$ cat src/rtl/fifo_sync_ctrl.sv
// Synchronous FIFO controller: arbitrary depth, occupancy count, programmable almost flags, guarded over/underflow.
// Define FIFO_SYNC_OUT_REG_EN for a registered rdata output (1-cycle read latency); default is first-word-fall-through.
module fifo_sync_ctrl #(
  parameter int unsigned DATA_WIDTH = 32,
  parameter int unsigned FIFO_DEPTH = 8,
  parameter int unsigned AF_LEVEL   = FIFO_DEPTH - 1,
  parameter int unsigned AE_LEVEL   = 1,
  localparam int unsigned PTR_W     = (FIFO_DEPTH > 2) ? $clog2(FIFO_DEPTH) : 1,
  localparam int unsigned CNT_W     = $clog2(FIFO_DEPTH + 1)
) (
  input  logic                  clk,
  input  logic                  rstn,
  input  logic                  wren,
  input  logic                  rden,
  input  logic [DATA_WIDTH-1:0] wdata,
  output logic [DATA_WIDTH-1:0] rdata,
  output logic                  full,
  output logic                  empty,
  output logic                  almost_full,
  output logic                  almost_empty,
  output logic [CNT_W-1:0]      count,
  output logic                  overflow,
  output logic                  underflow
);

  localparam logic [PTR_W-1:0] PTR_LAST = PTR_W'(FIFO_DEPTH - 1);
  localparam logic [CNT_W-1:0] CNT_FULL = CNT_W'(FIFO_DEPTH);
  localparam logic [CNT_W-1:0] CNT_AF   = CNT_W'(AF_LEVEL);
  localparam logic [CNT_W-1:0] CNT_AE   = CNT_W'(AE_LEVEL);

  logic [DATA_WIDTH-1:0] mem_q [FIFO_DEPTH];
  logic [DATA_WIDTH-1:0] head;

  logic [PTR_W-1:0] wrptr_q, wrptr_d;
  logic [PTR_W-1:0] rdptr_q, rdptr_d;
  logic [CNT_W-1:0] count_q, count_d;
  logic             overflow_q, overflow_d;
  logic             underflow_q, underflow_d;
  logic             wr_ok, rd_ok;

  // All status flags decode the single registered count.
  always_comb begin
    full         = (count_q == CNT_FULL);
    empty        = (count_q == '0);
    almost_full  = (count_q >= CNT_AF);
    almost_empty = (count_q <= CNT_AE);
    count        = count_q;
    overflow     = overflow_q;
    underflow    = underflow_q;
  end

  // A write into a full FIFO is still accepted when a read frees the head slot on the same edge.
  always_comb begin
    wr_ok = wren & (~full | rden);
    rd_ok = rden & ~empty;
  end

  always_comb begin
    wrptr_d     = wrptr_q;
    rdptr_d     = rdptr_q;
    count_d     = count_q;
    overflow_d  = wren & ~wr_ok;
    underflow_d = rden & ~rd_ok;

    if (wr_ok) begin
      wrptr_d = (wrptr_q == PTR_LAST) ? '0 : wrptr_q + PTR_W'(1);
    end
    if (rd_ok) begin
      rdptr_d = (rdptr_q == PTR_LAST) ? '0 : rdptr_q + PTR_W'(1);
    end

    unique case ({wr_ok, rd_ok})
      2'b10:   count_d = count_q + CNT_W'(1);
      2'b01:   count_d = count_q - CNT_W'(1);
      default: count_d = count_q;
    endcase
  end

  always_ff @(posedge clk) begin
    if (!rstn) begin
      wrptr_q     <= '0;
      rdptr_q     <= '0;
      count_q     <= '0;
      overflow_q  <= 1'b0;
      underflow_q <= 1'b0;
    end else begin
      wrptr_q     <= wrptr_d;
      rdptr_q     <= rdptr_d;
      count_q     <= count_d;
      overflow_q  <= overflow_d;
      underflow_q <= underflow_d;
    end
  end

  // Storage carries no reset; stale words stay hidden behind empty.
  always_ff @(posedge clk) begin
    if (rstn && wr_ok) begin
      mem_q[wrptr_q] <= wdata;
    end
  end

  always_comb begin
    head = mem_q[rdptr_q];
  end

`ifdef FIFO_SYNC_OUT_REG_EN
  logic [DATA_WIDTH-1:0] rdata_q, rdata_d;

  always_comb begin
    rdata_d = rdata_q;
    if (rd_ok) begin
      rdata_d = head;
    end
  end

  always_ff @(posedge clk) begin
    if (!rstn) begin
      rdata_q <= '0;
    end else begin
      rdata_q <= rdata_d;
    end
  end

  always_comb begin
    rdata = rdata_q;
  end
`else
  always_comb begin
    rdata = empty ? '0 : head;
  end
`endif

endmodule

$ cat config.mk
export PLATFORM = sky130hd
export DESIGN_NAME = fifo_sync_ctrl
export DESIGN_NICKNAME = d
export VERILOG_FILES = /design/src/rtl/fifo_sync_ctrl.sv
export SDC_FILE = /design/constraint.sdc
export NUM_CORES = 1
export LEC_CHECK = 0
export BUFFER_PORTS_ARGS = -buffer_cell sky130_fd_sc_hd__buf_4
export CAP_MARGIN = 20
export CORE_MARGIN = 2
export CORE_UTILIZATION = 54
export CTS_BUF_LIST = sky130_fd_sc_hd__clkbuf_16
export CTS_CLUSTER_SIZE = 40
export DETAILED_ROUTE_END_ITERATION = 6
export PLACE_DENSITY = 0.87
export SYNTH_ARGS = -nofsm -noshare
export SYNTH_HDL_FRONTEND = slang
export SYNTH_SLANG_ARGS = --single-unit
$ cat constraint.sdc
create_clock -name clk -period 3.7 [get_ports clk]
set_input_delay 0.185 -clock clk [delete_from_list [all_inputs] [get_ports clk]]
set_output_delay 0.185 -clock clk [all_outputs]
set_load 0.01 [all_outputs]
---- After elaboration in Yosys (flattened, before gate mapping) ----
Memory sizes are Yosys's and may differ from the RTL's. A register that Yosys moved wholly into a read port is not among the register bits.
Cells that the tools add are included.
word-level totals
  output and inout port bits .............. 42
  word-level logic and storage cells ...... 37
  register bits after elaboration ......... 12
  memories ................................ 1
  input port bits ......................... 36
  memory bits (writable) .................. 256
memories
  name   depth  bits a word  read ports  clocked after Yosys merged registers in  wr ports  line  source
  mem_q  8      32           1           1                                        1         31    logic [DATA_WIDTH-1:0] mem_q [FIFO_DEPTH];
operators by class
  reduce and logical (&&, ||, !) cells .... 3
  bitwise gates (word level) .............. 9
  eq/ne operators ......................... 5
  add/subtract/negate cells ............... 4
  $lt $le $gt $ge ......................... 2
  mux-type cells .......................... 8
operators by type and width
  cell                                                                   number
  32-bit two-way mux                                                     1
  3-bit two-way mux                                                      4
  4-bit one-hot mux with 2 select lines                                  1
  3-bit by 1-bit adder with 3-bit output, second input constant          2
  3-bit == test, second input constant                                   2
  4-bit by 1-bit adder with 4-bit output, second input constant          1
  1-bit bitwise AND                                                      4
  4-bit == test, second input constant                                   1
  4-bit by 3-bit >= comparator with 1-bit output, second input constant  1
  4-bit by 1-bit <= comparator with 1-bit output, second input constant  1
  4-bit zero test                                                        1
  1-bit inverter                                                         4
  4-bit by 1-bit subtractor with 4-bit output, second input constant     1
  2-bit by 1-bit == test with 1-bit output, second input constant        1
  2-bit == test, second input constant                                   1
  1-bit two-way mux                                                      2
  2-bit nonzero test                                                     1
  1-bit logical AND                                                      1
  1-bit OR                                                               1

---- Depth between registers and ports, before layout ----
  word-level depth ........................ 7
  gate-level depth with buffers ........... 9
  mapped depth without buffers ............ 8

---- Least setup slack after synthesis ----
No wires, ideal clock.
  kind .................................... register -> register
  start point ............................. register count_q[0] (netlist: count[0])
  end point ............................... memory mem_q[0][0] (enable)
  arrival ................................. 3293 ps
  library setup time ...................... 461 ps
  required time ........................... 3239 ps
  stages on the path, launching flop included .. 6
  slack ................................... -54 ps
  path buffers ............................ 0
  path through ............................ dfxtp_1 > inv_1 > ha_1 > nand4bb_1 > nand4b_1 > nor3_1
between the ends
  word-level cells in the longest chain between the ends .. 7
ends and longest elaborated chain
  element                                  line  source
  start, declared                          36    logic [CNT_W-1:0] count_q, count_d;
  start signal, assigned                   89    count_q <= count_d;
  4-bit == test                            43    full = (count_q == CNT_FULL);
  1-bit inverter                           54    wr_ok = wren & (~full | rden);
  1-bit OR                                 54
  1-bit bitwise AND                        54
  1-bit logical AND                        97    if (rstn && wr_ok) begin
  1-bit two-way mux                        97
  1-bit two-way mux (not written as such)  98    mem_q[wrptr_q] <= wdata;
  end, declared                            31
No other way between the ends.

---- Worst setup path after layout ----
  start point ............................. register count_q[1] (netlist: count[1])
  end point ............................... output rdata[20]
between the ends
  word-level cells in the longest chain between the ends .. 2
ends and longest elaborated chain
  element             line  source
  4-bit zero test     44    empty = (count_q == '0);
  32-bit two-way mux  129   rdata = empty ? '0 : head;
  end, declared       16    output logic [DATA_WIDTH-1:0] rdata,
No other way between the ends.

==> reports/qor.yml <==
sta:
  final.min_clock_period_ns: 3.10
  skew_ns: 0.0147
  whs_ns: 0.433
  timing.final.hold_violations: 0
  slew_violations: 0
  fin_crit_sh_pct: 83.8
  tns_ns: 0
  rsz0062_at_grt: "false"
  max_freq_mhz: 323
  finalWorstSetupSlack_ns: 0.599
  setup_viol: 0
  worst_pin_slew_ns: 1.03
  slew_headroom_pct: 31.4
synthesis:
  synth-seq-cells: 271
  syn_inst: 461
  ys_warn_count: 0
  syn_nets: 506
  syn_area_per_cell_um2: 22.6
  yosysTopAreaCell: "edfxtp_1"
  synth.area.top_cells: "edfxtp_1 (74%), mux4_2 (11%), mux4_1 (3.5%), dfxtp_1 (2.9%), a22o_1 (2.7%)"
  ys_top_cells_by_count: "edfxtp_1 (256), mux4_2 (50), a22o_1 (32)"
  synth_ff_type: "edfxtp_1"
  yosysMostFrequentCell: "edfxtp_1"
  synthArstFlopShare_pct: 0
  yosysSeqAreaShare_pct: 76.7
  synth-edff-count: 256
  synth_top_area_share_pct: 73.8
  ys_types: 32
  mappedNetlistArea_um2: 10400
global_route:
  antenna_found_initial: 1
  grt_pass1_vias: 5803
  gr-total-overflow: 0
  grtUsageTotal_pct: 22.4
  grt_pass1_wl_mm: 33.6
  grt_max_degree: 39
route:
  ant_nets: 0
  routed_wl_mm: 22.2
  avgRoutedWirePerCell_um: 25.4
  vias_per_cell: 6.16
  drt_pass1_iterations: 5
  drtIter0Drc: 513
  dr_total_vias: 5386
  drc: 0
clocking:
  clk_pin_slew_ns: 0.07
  clock_path_buffers: 3
  root_buffer: "clkbuf_16"
  postCtsSetupBuffers: 0
  htreeDepth: 1
  numCtsBuffers: 26
  cts_tree: "built"
  clock_sinks: 271
  clock_latency_ns: 0.53
cells_and_area:
  syn2layout_area_growth_pct: 20.5
  nNetsFinal: 638
  utilization_pct: 66.7
  drive_above_1_share_pct: 30.7
  fin_cells: 874
  fillCellCount: 1119
  stdcell_area_um2: 12600
place:
  routabilityCongestion: 0.750
  dp.cells: 789
  pre_cts_slack_ns: 1.04
  place_area_um2: 11400
  port_buffers: 77
  hpwl_mm: 11.8
worst_setup_path:
  worstPathRequired_ns: 3.51
  critPathKind: "flop to output port"
  regToRegSetupSlack_ns: 1.02
  reg2regPathDepth: 6
  worstPathMaxFanout: 22
  crit_arrival_ns: 2.92
  endpoint_kind: "output port"
  start_kind: "flop"
power_and_ir_drop:
  power_density_nw_per_um2: 624
  ir_drop_uv: 384
  leakagePower_nw: 4.24
  total_power_mw: 7.83
status:
  outcome: "finished clean"
flow_run:
  drv_cap: 0
floorplan:
  coreArea_um2: 18800
  start_util_pct: 55.3
  die_w_um: 143
  dieHeight_um: 143
  row_count: 50
  die-area_um2: 20400
  pin_count: 78
hold_path:
  worst_hold_path.num_cells: 2
  hold_class: "input pin to flop"
==> routing by layer <==
| metal | track usage, % | vias up | routed length (µm) |
|---|---|---|---|
| met1 | 28.8 | 2806 | 8460 |
| li1 | - | 2235 | - |
| met5 | 0 | - | 0 |
| met2 | 39.0 | 283 | 11600 |
| met4 | 8.44 | 0 | 727 |
| met3 | 3.55 | 62 | 1410 |
==> final timing paths <==
check | end | from
setup reg to reg | mem_q[0][20] | count[0]
setup / recovery | rdata[20] | count[1]
hold reg to reg | flop | rdptr_q[1]
hold / removal | mem_q[0][1] | wdata[1]
==> power breakdown <==
part / internal [mW] / total (mW) / switching (mW)
combinational: 0.901 / 1.71 / 0.812
sequential: 3.44 / 3.58 / 0.143
clock: 1.45 / 2.54 / 1.09
total: 5.79 / 7.83 / 2.04
==> critical path, cell delays in order (launching register included) <==
cell and delay, ns:
dfxtp_1 0.35, inv_1 0.14, ha_1 0.20, nor3b_2 0.69
nor2b_4 0.33, buf_4 0.29, a22o_1 0.24, buf_4 0.15
==> timing repair <==
item,4_1_cts,5_1_grt
hold buffers,36,0
hold endpoints to repair,262,0
resized for setup,0,0
==> registers in the layout, indices dropped and copies added, names as in the netlist, named ones only <==
signal,flops
mem_q,256
count,4
rdptr_q,3
wrptr_q,3
overflow,1
underflow,1
==> cells by family (layout without fill, tap and decap cells) <==
group	count (synthesis)	in the layout	synth area share, %
AOI/OAI and AO/OA	43	43	3.27
buffers and inverters	27	179	1.69
other	0	1	0
DFF	271	271	76.7
and+or+nand+nor	40	40	2.25
adders and majority gates	9	9	1.08
muxes	69	69	14.8
xor gates and xnor gates	2	2	0.168
==> final cells by class <==
| class | instances | area [µm²] | area share, % |
|---|---|---|---|
| flip-flops and latches | 271 | 7990 | 63.7 |
| multi-input cells | 163 | 2330 | 18.6 |
| repair buffers | 127 | 1070 | 8.51 |
| clock buffers | 27 | 676 | 5.38 |
| well taps | 260 | 325 | 2.59 |
| clock inverters | 21 | 140 | 1.12 |
| inverters | 4 | 15.0 | 0.120 |
| diodes | 1 | 2.50 | 0.0199 |
==> layout by cell type (no fill, tap or decap), types with 3 or more instances in the layout <==
| master | n |
|---|---|
| edfxtp_1 | 256 |
| buf_4 | 89 |
| mux4_2 | 50 |
| dlygate4sd3_1 | 36 |
| a22o_1 | 32 |
| clkbuf_16 | 27 |
| mux4_1 | 14 |
| inv_1 | 14 |
| dfxtp_1 | 13 |
| ha_1 | 9 |
| nand2_1 | 7 |
| nor2_4 | 7 |
| mux2i_1 | 5 |
| a21oi_1 | 5 |
| nor2_1 | 4 |
| o21ai_0 | 4 |
| clkinv_2 | 4 |
| clkinv_1 | 4 |
| nand2b_1 | 3 |
Power figures use the tool's default switching activity.
